<file path="src/rtl/mix_column.sv">
// AES MixColumns round stage: multiplies each column of the ShiftRows-permuted
// state by the fixed GF(2^8) matrix and registers the 16-byte result.
module mix_column (
    input  logic       clk,
    input  logic       rst_n,
    input  logic [7:0] r11,
    input  logic [7:0] r12,
    input  logic [7:0] r13,
    input  logic [7:0] r14,
    input  logic [7:0] r21,
    input  logic [7:0] r22,
    input  logic [7:0] r23,
    input  logic [7:0] r24,
    input  logic [7:0] r31,
    input  logic [7:0] r32,
    input  logic [7:0] r33,
    input  logic [7:0] r34,
    input  logic [7:0] r41,
    input  logic [7:0] r42,
    input  logic [7:0] r43,
    input  logic [7:0] r44,
    output logic [7:0] c1,
    output logic [7:0] c2,
    output logic [7:0] c3,
    output logic [7:0] c4,
    output logic [7:0] c5,
    output logic [7:0] c6,
    output logic [7:0] c7,
    output logic [7:0] c8,
    output logic [7:0] c9,
    output logic [7:0] c10,
    output logic [7:0] c11,
    output logic [7:0] c12,
    output logic [7:0] c13,
    output logic [7:0] c14,
    output logic [7:0] c15,
    output logic [7:0] c16
);

    // Multiply by x in GF(2^8), reducing modulo x^8+x^4+x^3+x+1.
    function automatic logic [7:0] xtime(input logic [7:0] x);
        return {x[6:0], 1'b0} ^ (x[7] ? 8'h1b : 8'h00);
    endfunction

    // col[j][i] = row i, column j of the input state
    logic [7:0] col [4][4];
    logic [7:0] res_d [16];
    logic [7:0] res_q [16];

    // Gather the input state column by column
    always_comb begin
        col[0][0] = r11; col[0][1] = r21; col[0][2] = r31; col[0][3] = r41;
        col[1][0] = r12; col[1][1] = r22; col[1][2] = r32; col[1][3] = r42;
        col[2][0] = r13; col[2][1] = r23; col[2][2] = r33; col[2][3] = r43;
        col[3][0] = r14; col[3][1] = r24; col[3][2] = r34; col[3][3] = r44;
    end

    // Mix all four columns in parallel; 3*x is formed as 2*x ^ x
    always_comb begin
        for (int j = 0; j < 4; j++) begin
            res_d[4*j+0] = xtime(col[j][0]) ^ xtime(col[j][1]) ^ col[j][1]
                         ^ col[j][2] ^ col[j][3];
            res_d[4*j+1] = col[j][0] ^ xtime(col[j][1]) ^ xtime(col[j][2])
                         ^ col[j][2] ^ col[j][3];
            res_d[4*j+2] = col[j][0] ^ col[j][1] ^ xtime(col[j][2])
                         ^ xtime(col[j][3]) ^ col[j][3];
            res_d[4*j+3] = xtime(col[j][0]) ^ col[j][0] ^ col[j][1]
                         ^ col[j][2] ^ xtime(col[j][3]);
        end
    end

    // Single result register bank, cleared asynchronously
    always_ff @(posedge clk or negedge rst_n) begin
        if (!rst_n) begin
            for (int k = 0; k < 16; k++) res_q[k] <= 8'h00;
        end else begin
            for (int k = 0; k < 16; k++) res_q[k] <= res_d[k];
        end
    end

    // Column-major output mapping
    always_comb begin
        c1  = res_q[0];  c2  = res_q[1];  c3  = res_q[2];  c4  = res_q[3];
        c5  = res_q[4];  c6  = res_q[5];  c7  = res_q[6];  c8  = res_q[7];
        c9  = res_q[8];  c10 = res_q[9];  c11 = res_q[10]; c12 = res_q[11];
        c13 = res_q[12]; c14 = res_q[13]; c15 = res_q[14]; c16 = res_q[15];
    end

endmodule

</file>
<file path="config.mk">
export PLATFORM = sky130hd
export DESIGN_NAME = mix_column
export DESIGN_NICKNAME = d
export VERILOG_FILES = /design/src/rtl/mix_column.sv
export SDC_FILE = /design/constraint.sdc
export NUM_CORES = 1
export LEC_CHECK = 0
export ABC_AREA = 0
export CORE_MARGIN = 8
export CORE_UTILIZATION = 48
export DETAILED_ROUTE_END_ITERATION = 10
export PLACE_DENSITY = 0.9
export SYNTH_ARGS = -nofsm -noshare
export SYNTH_HDL_FRONTEND = slang
export SYNTH_SLANG_ARGS = --single-unit
</file>
<file path="constraint.sdc">
create_clock -name clk -period 0.8 [get_ports clk]
set_clock_uncertainty 0.05 [all_clocks]
set_input_delay 0.16 -clock clk [delete_from_list [all_inputs] [get_ports clk]]
set_output_delay 0.16 -clock clk [all_outputs]
set_load 0.005 [all_outputs]
</file>
==> flow_summary.ini <==
[status]
status = finished, violations left
violations = negative setup slack

[yosys]
yosysWarnings = 0
yosysSeqAreaShare = 0.382
synthesis.nets = 572
synth_seq_cells = 128
synth.avg_cell_area_um2 = 19.0
yosys.cell_types.count = 9
netlist_instances = 442
synth_area_mm2 = 0.00838

[layout]
final_cell_mix = buf_4, buf_2, xnor3_1, dfrtp_1, buf_6
fin_area_mm2 = 0.0147
fillerInstances = 742
area_growth_pct = 75.4
final_layout_size_suffix_gt1_frac = 0.625
stdcell_count = 1181
layout_commonest_cell = buf_4
layout.nets = 1068

[worst_setup_path]
cp_max_fo = 1
path_cells = buf_2
critPathBufInv = 1
slowest_stage = dfrtp_1
arrival_ns = 0.96
cpPeakStageDelay_ns = 0.41
critPathTopFamily = flip-flops
worstSetupStartpointType = flip-flop
path_class = flip-flop to output port
cp-end-kind = output port
cp_data_required_time_ns = 0.59

[die]
die_h_um = 148
die_w_um = 148
ios = 258
die_area_mm2 = 0.0219
num_rows = 48
initial_core_util = 0.488
fp.coreArea_mm2 = 0.0172

[clock_network]
path_clk_slew_ns = 0.06
cts_buffer_depth = 2
clock-sinks = 128
cts_buffers = 17
clockRootBuffer = clkbuf_16
cts_tree = done
htree_levels = 4

[pwr]
switching_power_mw = 8.29
p_int_mw = 20.9
power.density_mw_per_mm2 = 1990
pwr-share-clk = 0.283
leakage_nw = 7.85
ir_drop_uv = 1690
seqPwrFrac = 0.312
combinationalPowerShare = 0.405
power_mw = 29.2
switching_share = 0.284

[sta]
worst_pin_slew_ns = 0.345
rsz0062_at_grt = true
timing.final.crit_share = 1.47
period_minus_slack_ns = 1.17
finalSetupViolCount = 149
tns_ns = -41.88
layout_setup_ws_ns = -0.373
final_hold_viol_count = 0
max_freq_mhz = 853
slew_viol_final = 0
relSlewSlack = 0.770

[route]
wirelength_um = 30100
drc = 0
vias = 5790
viasPerCell = 4.90
first_iter_violations = 272
drtPass1Iterations = 5
antenna_left = 0
avgRoutedWirePerCell_um = 25.5

[worst_hold_path]
hp-class = primary input to flip-flop

[flow_run]
cap_violations = 0

[global_routing]
grt_pass1_vias = 6835
track_usage = 0.272
grt_overflow_total = 0
grt_max_degree = 57
grt_pass1_wl_um = 43200
grt_antenna_before_repair = 4

[placement]
detailed_place.area_mm2 = 0.0136
dpl_worst_slack_ns = -0.923
hpwl_um = 20300
dp_cells = 1055
gp_congestion = 0.877
port_buffers = 257
-- final timing paths --
path                        start  endpoint  slack, ns  cells after the start
worst max-delay path        c8[2]     c8[2]      -0.37                      1
worst min-delay path       r33[0]    c12[0]       0.04                      2
max in group asynchronous   rst_n     c8[5]       0.13                      3
min in group asynchronous   rst_n     c9[4]       0.26                      3
-- registers in the layout (all words and copies together) (netlist names) --
name / flops
c1: 8
c10: 8
c11: 8
c12: 8
c13: 8
c14: 8
c15: 8
c16: 8
c2: 8
c3: 8
c4: 8
c5: 8
c6: 8
c7: 8
c8: 8
c9: 8
-- cell usage after synthesis (all sizes together) --
cell | count | area share
dfrtp | 128 | 0.38
xor3 | 37 | 0.11
xnor2 | 71 | 0.079
clkbuf | 13 | 0.0058
xnor3 | 138 | 0.37
xor2 | 52 | 0.055
buf | 3 | 0.0018
-- power groups by stage --
| stage | registers, mW | logic, mW | clock network, mW |
|---|---|---|---|
| after floorplan | 9.24 | 5.06 | 0 |
| after global placement | 9.12 | 11.8 | 0 |
| after detailed placement | 9.21 | 12.3 | 0 |
| after CTS | 9.07 | 11.5 | 8.29 |
| after global routing | 9.23 | 12.4 | 8.62 |
| final | 9.11 | 11.8 | 8.26 |
-- cell families after synthesis --
family / count (synthesis) / share of synthesized area
xor+xnor: 298 / 0.610
flops: 128 / 0.382
buf+inv: 16 / 0.00762
-- what timing repair did --
item,in CTS,in global routing
gates resized for setup,1130,126
hold buffers,1,0
setup endpoints to repair,256,214
pin swaps,153,102
endpoints found under the hold margin,128,0
setup buffers,79,37
-- final cells by class --
class                      instances  area, µm²  area share
clock buffer                      21        450      0.0307
timing repair buffer             493       4170       0.284
sequential                       128       3200       0.218
tap                              225        282      0.0192
antenna                            5       12.5    0.000852
clock inverter                    11        163      0.0111
multi-input combinational        298       6400       0.436
-- routing by layer --
layer,up-vias,GRT usage,routed length [µm]
met3,67,0.0644,1690
li1,2517,-,-
met1,2964,0.283,10000
met2,242,0.507,17300
met5,-,0,0
met4,0,0.123,1080
-- stage by stage --
| stage | utilization | hold slack, ns |
|---|---|---|
| final | 0.855 | 0.0439 |
| after global routing | 0.855 | 0.0316 |
| after CTS | 0.850 | 0.0323 |
| after detailed placement | 0.790 | 0.158 |
| after global placement | 0.790 | 0.153 |
| after floorplan | - | -0.186 |
Power figures use the tool's default switching activity.
